<file path="config.mk">
export PLATFORM = sky130hd
export DESIGN_NAME = seq_sdiv_flat
export DESIGN_NICKNAME = d
export VERILOG_FILES = /design/src/rtl/seq_sdiv_pkg.sv /design/src/rtl/seq_sdiv_if.sv /design/src/rtl/seq_sdiv_div_step.sv /design/src/rtl/seq_sdiv.sv /design/src/flat_wrapper.sv
export SDC_FILE = /design/constraint.sdc
export NUM_CORES = 1
export LEC_CHECK = 0
export CAP_MARGIN = 20
export CORE_MARGIN = 10
export CORE_UTILIZATION = 55
export DETAILED_ROUTE_END_ITERATION = 7
export PLACE_DENSITY = 0.79
export SLEW_MARGIN = 20
export SYNTH_ARGS = -nofsm -noshare
export SYNTH_HDL_FRONTEND = slang
export SYNTH_SLANG_ARGS = --single-unit
</file>
<file path="constraint.sdc">
create_clock -name Clk -period 3.04 [get_ports Clk]
set_input_delay 0.304 -clock Clk [delete_from_list [all_inputs] [get_ports Clk]]
set_output_delay 0.304 -clock Clk [all_outputs]
set_load 0.01 [all_outputs]
</file>
<file path="src/rtl/seq_sdiv_pkg.sv">
// Shared types and helpers for the sequential signed divider.
package seq_sdiv_pkg;

    localparam int MAXW = 64;

    typedef enum logic [1:0] {
        IDLE = 2'd0,
        CALC = 2'd1,
        FIN  = 2'd2
    } state_t;

    // Conditional two's-complement negate; callers zero-extend to MAXW and truncate back.
    function automatic logic [MAXW-1:0] cond_neg(input logic [MAXW-1:0] v, input logic neg);
        return neg ? (~v + MAXW'(1)) : v;
    endfunction

endpackage

</file>
<file path="src/rtl/seq_sdiv_if.sv">
// Start/done handshake and operand/result bus of the sequential signed divider.
interface seq_sdiv_if #(parameter int DATAWIDTH = 8);

    logic                 start;
    logic [DATAWIDTH-1:0] a;
    logic [DATAWIDTH-1:0] b;
    logic [DATAWIDTH-1:0] quot;
    logic [DATAWIDTH-1:0] rem;
    logic                 busy;
    logic                 done;
    logic                 div_by_zero;

    modport master (output start, a, b, input quot, rem, busy, done, div_by_zero);
    modport slave  (input start, a, b, output quot, rem, busy, done, div_by_zero);

endinterface

</file>
<file path="src/rtl/seq_sdiv_div_step.sv">
// One restoring-division step on magnitudes: shift in a dividend bit, trial-subtract.
module seq_sdiv_div_step #(
    parameter int DATAWIDTH = 8
) (
    input  logic [DATAWIDTH-1:0] prem,
    input  logic                 din,
    input  logic [DATAWIDTH-1:0] dvs,
    output logic [DATAWIDTH-1:0] prem_nxt,
    output logic                 qbit
);

    logic [DATAWIDTH:0] shifted;
    logic [DATAWIDTH:0] diff;

    // prem < dvs always holds, so shifted < 2*dvs and bit MSB of diff is the borrow.
    assign shifted  = {prem, din};
    assign diff     = shifted - {1'b0, dvs};
    assign qbit     = ~diff[DATAWIDTH];
    assign prem_nxt = qbit ? diff[DATAWIDTH-1:0] : shifted[DATAWIDTH-1:0];

endmodule

</file>
<file path="src/rtl/seq_sdiv.sv">
// Multi-cycle signed divider: restoring division on magnitudes, one bit per cycle, sign fix-up in FIN.
module seq_sdiv
    import seq_sdiv_pkg::*;
#(
    parameter int DATAWIDTH = 8
) (
    input  logic        Clk,
    input  logic        Rst,
    seq_sdiv_if.slave   bus
);

    localparam int CW = $clog2(DATAWIDTH + 1);

    state_t               state, state_nxt;
    logic [CW-1:0]        cnt;
    logic [DATAWIDTH-1:0] prem, dq, dvs;
    logic                 sign_a, sign_b, dbz;
    logic [DATAWIDTH-1:0] prem_nxt;
    logic                 qbit;
    logic [DATAWIDTH-1:0] quot_r, rem_r;
    logic                 done_r, dbz_r;

    seq_sdiv_div_step #(.DATAWIDTH(DATAWIDTH)) u_step (
        .prem     (prem),
        .din      (dq[DATAWIDTH-1]),
        .dvs      (dvs),
        .prem_nxt (prem_nxt),
        .qbit     (qbit)
    );

    always_ff @(posedge Clk or posedge Rst) begin
        if (Rst) state <= IDLE;
        else     state <= state_nxt;
    end

    always_comb begin
        state_nxt = state;
        case (state)
            IDLE: if (bus.start) state_nxt = (bus.b == '0) ? FIN : CALC;
            CALC: if (cnt == CW'(1)) state_nxt = FIN;
            FIN:  state_nxt = IDLE;
            default: state_nxt = IDLE;
        endcase
    end

    // dq holds the dividend magnitude and fills with quotient bits from the LSB as it shifts out.
    always_ff @(posedge Clk or posedge Rst) begin
        if (Rst) begin
            cnt    <= '0;
            prem   <= '0;
            dq     <= '0;
            dvs    <= '0;
            sign_a <= 1'b0;
            sign_b <= 1'b0;
            dbz    <= 1'b0;
            quot_r <= '0;
            rem_r  <= '0;
            done_r <= 1'b0;
            dbz_r  <= 1'b0;
        end else begin
            done_r <= (state == FIN);
            case (state)
                IDLE: if (bus.start) begin
                    sign_a <= bus.a[DATAWIDTH-1];
                    sign_b <= bus.b[DATAWIDTH-1];
                    dq     <= DATAWIDTH'(cond_neg(MAXW'(bus.a), bus.a[DATAWIDTH-1]));
                    dvs    <= DATAWIDTH'(cond_neg(MAXW'(bus.b), bus.b[DATAWIDTH-1]));
                    prem   <= '0;
                    cnt    <= CW'(DATAWIDTH);
                    dbz    <= (bus.b == '0);
                end
                CALC: begin
                    prem <= prem_nxt;
                    dq   <= {dq[DATAWIDTH-2:0], qbit};
                    cnt  <= cnt - CW'(1);
                end
                FIN: begin
                    dbz_r <= dbz;
                    // On divide-by-zero dq still holds |a|, so re-signing it recovers a.
                    if (dbz) begin
                        quot_r <= '1;
                        rem_r  <= DATAWIDTH'(cond_neg(MAXW'(dq), sign_a));
                    end else begin
                        quot_r <= DATAWIDTH'(cond_neg(MAXW'(dq), sign_a ^ sign_b));
                        rem_r  <= DATAWIDTH'(cond_neg(MAXW'(prem), sign_a));
                    end
                end
                default: ;
            endcase
        end
    end

    assign bus.busy        = (state != IDLE);
    assign bus.quot        = quot_r;
    assign bus.rem         = rem_r;
    assign bus.done        = done_r;
    assign bus.div_by_zero = dbz_r;

endmodule

</file>
<file path="src/flat_wrapper.sv">
// flat-port wrapper written by rule: the top's interface ports become plain ports
module seq_sdiv_flat import seq_sdiv_pkg::*;
#(
    parameter int DATAWIDTH = 8
)
  (Clk, Rst, bus_start, bus_a, bus_b, bus_quot, bus_rem, bus_busy, bus_done, bus_div_by_zero);
  seq_sdiv_if #(.DATAWIDTH(DATAWIDTH)) bus_i ();
  input  logic Clk;
  input  logic Rst;
  input wire logic [$bits(bus_i.start)-1:0] bus_start;
  input wire logic [$bits(bus_i.a)-1:0] bus_a;
  input wire logic [$bits(bus_i.b)-1:0] bus_b;
  output wire logic [$bits(bus_i.quot)-1:0] bus_quot;
  output wire logic [$bits(bus_i.rem)-1:0] bus_rem;
  output wire logic [$bits(bus_i.busy)-1:0] bus_busy;
  output wire logic [$bits(bus_i.done)-1:0] bus_done;
  output wire logic [$bits(bus_i.div_by_zero)-1:0] bus_div_by_zero;
  assign bus_i.start = bus_start;
  assign bus_i.a = bus_a;
  assign bus_i.b = bus_b;
  assign bus_quot = bus_i.quot;
  assign bus_rem = bus_i.rem;
  assign bus_busy = bus_i.busy;
  assign bus_done = bus_i.done;
  assign bus_div_by_zero = bus_i.div_by_zero;
  seq_sdiv #(.DATAWIDTH(DATAWIDTH)) u_core (.Clk(Clk), .Rst(Rst), .bus(bus_i));
endmodule
</file>
# --- Yosys cells after proc, flatten, opt, wreduce, memory -nomap -nowiden ---
# Cells that the tools add are included.
op_classes:
  add_sub_neg: 6
  n_reduce_logical: 7
  bitwise: 6
  eq_ne: 5
  n_mux: 18
ops:
  columns: ["cell", "n"]
  rows:
  - ["2-to-1 mux 8 bit", 10]
  - ["adder 8 x 1 -> 8 bit (second input constant)", 4]
  - ["inverter 8 bit", 4]
  - ["one-hot mux 8 bit (2 select lines)", 2]
  - ["subtractor 9 x 8 -> 9 bit", 1]
  - ["logical NOT 8 bit", 1]
  - ["one-hot mux 4 bit (2 select lines)", 1]
  - ["2-to-1 mux 2 bit", 3]
  - ["AND reduction 2 bit", 3]
  - ["equality test 4 x 1 -> 1 bit (second input constant)", 1]
  - ["2-to-1 mux 4 bit", 1]
  - ["one-hot mux 2 bit (2 select lines)", 1]
  - ["nonzero test 2 bit", 2]
  - ["subtractor 4 x 1 -> 4 bit (second input constant)", 1]
  - ["equality test 2 x 1 -> 1 bit (second input constant)", 1]
  - ["equality test 2 bit (second input constant)", 1]
  - ["logical NOT 2 bit", 1]
  - ["!= test 2 x 1 -> 1 bit (second input constant)", 1]
  - ["!= test 2 bit (second input constant)", 1]
  - ["inverter 1 bit", 1]
  - ["XOR 1 bit", 1]
word_totals:
  output_inout_bits: 19
  reg_bits: 51
  in_bits: 19

# --- Depth between registers and ports, before layout ---
depth:
  word_depth: 5
  mapped_depth: 10

# --- By module ---
# From an unflattened synthesis, not the netlist that was laid out.
unflattened:
  cells_unflattened: 370
  area_unflattened_um2: 3319.4
by_module_without_submodules:
  columns: ["module", "cells_each", "area_each_um2", "instances"]
  rows:
  - ["seq_sdiv", 312, 2834.0, 1]
  - ["seq_sdiv_div_step", 58, 485.5, 1]

# --- Worst setup path after synthesis ---
# Ideal clock, no wire load.
synth_path:
  path_type: "reg2reg"
  start: "register u_core.dq[7]"
  end: "register u_core.prem[4]"
  arrival_time_ns: 2.155
  path_slack_ns: 0.769
  synth_period_minus_slack_ns: 2.271
  path_stages_with_launch: 10
  path_buffers: 1
  setup_time_ns: 0.116
  path_cell_list: "dfrtp_1 inv_1 ha_1 fa_1 nand2b_1 a21oi_1 o22ai_2 xor2_2 buf_2 o311ai_0"
synth_via:
  elab_chain_cells: 3
synth_lines:
  columns: ["element", "line_no", "source"]
  rows:
  - ["start, declared", "seq_sdiv.sv:16", "logic [DATAWIDTH-1:0] prem, dq, dvs;"]
  - ["start signal, assigned", "seq_sdiv.sv:66", "dq <= DATAWIDTH'(cond_neg(MAXW'(bus.a), bus.a[DATAWIDTH-1]));"]
  - ["start signal, assigned", "seq_sdiv.sv:74", "dq <= {dq[DATAWIDTH-2:0], qbit};"]
  - ["subtractor 9 x 8 -> 9 bit", "seq_sdiv_div_step.sv:17", "assign diff = shifted - {1'b0, dvs};"]
  - ["2-to-1 mux 8 bit", "seq_sdiv_div_step.sv:19", "assign prem_nxt = qbit ? diff[DATAWIDTH-1:0] : shifted[DATAWIDTH-1:0];"]
  - ["one-hot mux 8 bit (2 select lines)", "seq_sdiv.sv:62", "case (state)"]
  - ["end signal, assigned", "seq_sdiv.sv:73", "prem <= prem_nxt;"]
  - ["end, declared", "seq_sdiv.sv:16", null]
# No other way between the ends.
# A chain may end at the register's enable or synchronous reset.

# --- Final worst setup path ---
layout_path:
  start: "register u_core.dq[7]"
  end: "register u_core.prem[2]"
# The elaborated chain is that of the path after synthesis.

==> results by group <==
Setup path
  • Crit path kind: flip-flop to flip-flop
  • Worst setup SP type: flip-flop
  • FF-to-FF End: u_core.prem[2]$_DFFE_PP0P_
  • Worst Setup SP: u_core.dq[7]$_DFFE_PP0P_
  • R2r startpoint: u_core.dq[7]$_DFFE_PP0P_
  • Slowest CP cell: xor2_2
  • Critical path peak fanout: 13
  • Levels on crit path: 9
  • R2R depth: 9
  • Req. time, crit path: 3.21 ns
  • R2r setup slk: 0.43 ns
  • WP data arrival: 2.78 ns
  • Worst stage delay on the critical path: a little under 0.5 ns
  • Buf/Inv on CP: 1
  • Critical Path End Type: flip-flop
  • Crit-path cells: inv_1 > ha_1 > fa_1 > nand2b_1 > a21oi_1 > o22ai_2 > xor2_2 > mux2i_1 > o21ai_0
  • Critical path capture point: u_core.prem[2]$_DFFE_PP0P_
  • Crit-path leading delay family: adder cells

Synthesis
  • Synth cell types: 50
  • Synth Area per Inst: between 8 and 9 um^2
  • EDFF count, synth: 0
  • Async SR Flop Fraction: 100.0%
  • Post-synthesis register bit count: 51
  • Synth warn: 0
  • Sequential area share after synthesis: around two fifths
  • Main flop type after synthesis: dfrtp_1
  • Synth Net Count: 427
  • Mapped Cells: between 300 and 400
  • Synth Cell Area: 3323 um^2

Cells and area
  • N_diodes: 0
  • Nets: 450
  • Layout cells sized above 1: 5.288%
  • # fillers: between 500 and 600
  • Final core occ: 64.75%
  • Area delta synth->final: 14.68%

Timing
  • Skew final: 0.008619 ns
  • Fin. Hold Viols: 0
  • Slew Limit Fails: 0
  • RSZ-0062 raised after global routing: no
  • Max_slew headroom: just over 40%
  • Max Clk Rate: 0.3831 GHz
  • Tightest Pin Transition: 0.8840 ns
  • Final Critical Period: 2.610 ns
  • Setup TNS: 0 ns
  • Final period util: between 80 and 90%
  • Final setup fails: 0

Clock network
  • Setup Buffers After CTS: 0
  • Clock-pin slew on the worst setup and hold paths: 0.10 ns
  • # hold bufs at CTS: 0
  • CTS tree: built
  • Worst skew pair latency: 0.31 ns
  • Post-CTS sizing: 0
  • Root buffer cell: clkbuf_8
  • H-tree Lvls: 2
  • Clock Tree Buf Depth: 2
  • CTS Buf Count: 5
  • Sink Count: 51

Placement
  • GP Congestion: 0.8784
  • Post-DP HPWL: approximately 5.5 mm
  • # port buffers: 37

Global route
  • Number of global-route vias before repair: ~2700
  • GRT Total Usage: ~15%
  • Pin count of the biggest net entering global routing: 33
  • First-pass GRT wire length: 12.70 mm
  • Initial antenna violation count: 0
  • GRT overflow: 0

Power
  • Leakage power: 1.653 nW
  • P_sw: 0.001818 W
  • Peak supply drop: 422.8 uV
  • Combinational share of power: between 50 and 60%
  • Pwr/cell area: 1074 nW/um^2
  • Part of the power in registers: 32.1%
  • Clock share of power: a little under an eighth
  • Sw Share: approximately 44%
  • Internal power: 0.002274 W

Floorplanning
  • I/O pin cnt: 38
  • Initial Util: 56.46%
  • Core box area: a little under 6000 um^2
  • Std cell rows: 28
  • Die span in y: 97.73 um
  • Die area: around 9600 um^2
  • Die width: 97.73 um

Route
  • Wire length per cell: 14.99 um
  • First-pass DRT Iterations: 4
  • Via count: around 2800
  • DRC errors left: 0
  • Final WL: roughly 7.4 mm
  • First DRT Iteration DRCs: 141
  • Antenna Nets Post-Route: 0
  • Detailed-route vias per instance: 5.774

Outcome
  • Status: complete, no violations

Min path
  • HP Class: primary input to asynchronous set/reset pin

Job
  • Number of max-cap violations: 0
## per-layer routing
| metal | part of all wire (%) | vias to the layer above | wire, um | track usage, % |
|---|---|---|---|---|
| li1 | - | 1412 | - | - |
| met1 | 46 | 1346 | 3364 | 19.02 |
| met2 | 48 | 71 | 3563 | 26.21 |
| met3 | 5.2 | 6 | 382 | 3.594 |
| met4 | 0.65 | 0 | 48 | 3.915 |
| met5 | 0 | - | 0 | 0 |
## layout make-up
class / count / area, um^2 / area share [%]
clock buffers: 5 / 68.82 / 1.806
clock inverters: 2 / 37.54 / 0.9849
inverters: 27 / 101.3 / 2.659
multi-input cells: 289 / 1826 / 47.90
flip-flops and latches: 51 / 1276 / 33.49
well taps: 75 / 93.84 / 2.462
repair buffers: 42 / 407.9 / 10.70
## stage by stage
step / hold WS, ns / setup WS, ns / std cells / power (W) / instance area, um^2
final: 0.3748 / 0.4296 / 491 / 0.004092 / 3811
after global routing: 0.4246 / 0.2173 / 491 / 0.004485 / 3811
after CTS: 0.4020 / 0.4015 / 491 / 0.004108 / 3811
after detailed placement: 0.4647 / 0.4088 / 484 / 0.003631 / 3705
after global placement: 0.4544 / 0.5034 / 484 / 0.003550 / 3705
after floorplan: 0.4405 / 0.7689 / 393 / 0.003040 / 3323
## cells by family (layout without fill, tap and decap cells)
family	count (synthesis)	after routing	share of synthesized area [%]
fa+ha+maj	15	15	5.874
simple gates	138	138	18.86
compound gates	101	101	19.58
buf+inv	53	76	6.664
mux	10	10	3.803
flops	51	51	38.40
xor+xnor	25	25	6.815
## power groups by stage
stage               sequential [W]  clock, W  combinational, W
floorplan                  0.00118         0           0.00186
global placement           0.00130         0           0.00225
detailed placement         0.00132         0           0.00231
CTS                        0.00131  0.000476           0.00233
global route               0.00136  0.000503           0.00262
finish                     0.00131  0.000470           0.00231
## registers in the layout, indices dropped and copies added (netlist names)
signal and count:
u_core.cnt 4, u_core.bus.done 1, u_core.state 2, u_core.bus.div_by_zero 1, u_core.dbz 1, u_core.dvs 8
u_core.prem 8, u_core.sign_b 1, u_core.bus.quot 8, u_core.sign_a 1, u_core.dq 8, u_core.bus.rem 8
## layout by cell type, fill, tap and decap left out, types with 2 or more instances in the layout
cell,instances
o211ai_1,4
or4_1,2
a211oi_1,2
nand2_1,68
or3_1,2
a21oi_1,12
xnor2_1,15
o22ai_1,5
o32ai_1,3
clkbuf_8,5
mux2i_1,7
clkdlybuf4s50_1,37
a21o_1,2
o21ai_1,2
ha_1,14
o21a_1,3
xor2_1,9
nand3_1,7
o31ai_1,6
o311ai_0,4
inv_1,26
nor2b_1,4
a221oi_1,3
nor3b_1,5
a22oi_1,3
nor4_1,2
nor2_1,27
and3_1,2
mux4_2,2
buf_4,5
or2_2,2
nand2b_1,6
o41ai_1,2
dfrtp_1,51
nor3_1,8
o21ai_0,44
## how the worst min path moves through the flow
stage	end	slack, ns	cells after the start
floorplan	u_core.cnt[3]$_DFFE_PP0P_	0.44	1
global placement	u_core.bus.quot[1]$_DFFE_PP0P_	0.45	2
detailed placement	u_core.bus.rem[4]$_DFFE_PP0P_	0.46	1
CTS	u_core.prem[0]$_DFFE_PP0P_	0.40	2
global route	u_core.bus.rem[3]$_DFFE_PP0P_	0.42	2
finish	u_core.bus.rem[3]$_DFFE_PP0P_	0.37	2
## cells in the mapped netlist, drive strengths merged (2+ instances only)
master,number,share of area (%)
a211oi,2,0.45
a21o,2,0.45
a21oi,12,1.8
a221oi,3,0.79
a22oi,3,0.68
and3,2,0.38
buf,7,1.5
clkbuf,19,2.1
dfrtp,51,38
ha,14,5.3
inv,27,3.0
mux2i,7,2.1
mux4,2,1.4
nand2,68,7.7
nand2b,6,1.1
nand3,7,1.1
nor2,27,3.0
nor2b,4,0.75
nor3,8,1.2
nor3b,5,1.1
nor4,2,0.38
o211ai,4,0.90
o21a,3,0.68
o21ai,46,6.9
o22ai,6,1.3
o311ai,4,1.1
o31ai,6,1.4
o32ai,3,0.79
o41ai,3,1.4
or2,2,0.38
or3,2,0.38
or4,3,0.79
xnor2,15,4.0
xor2,10,2.9
Note: power is estimated with default switching activity, not from simulation.
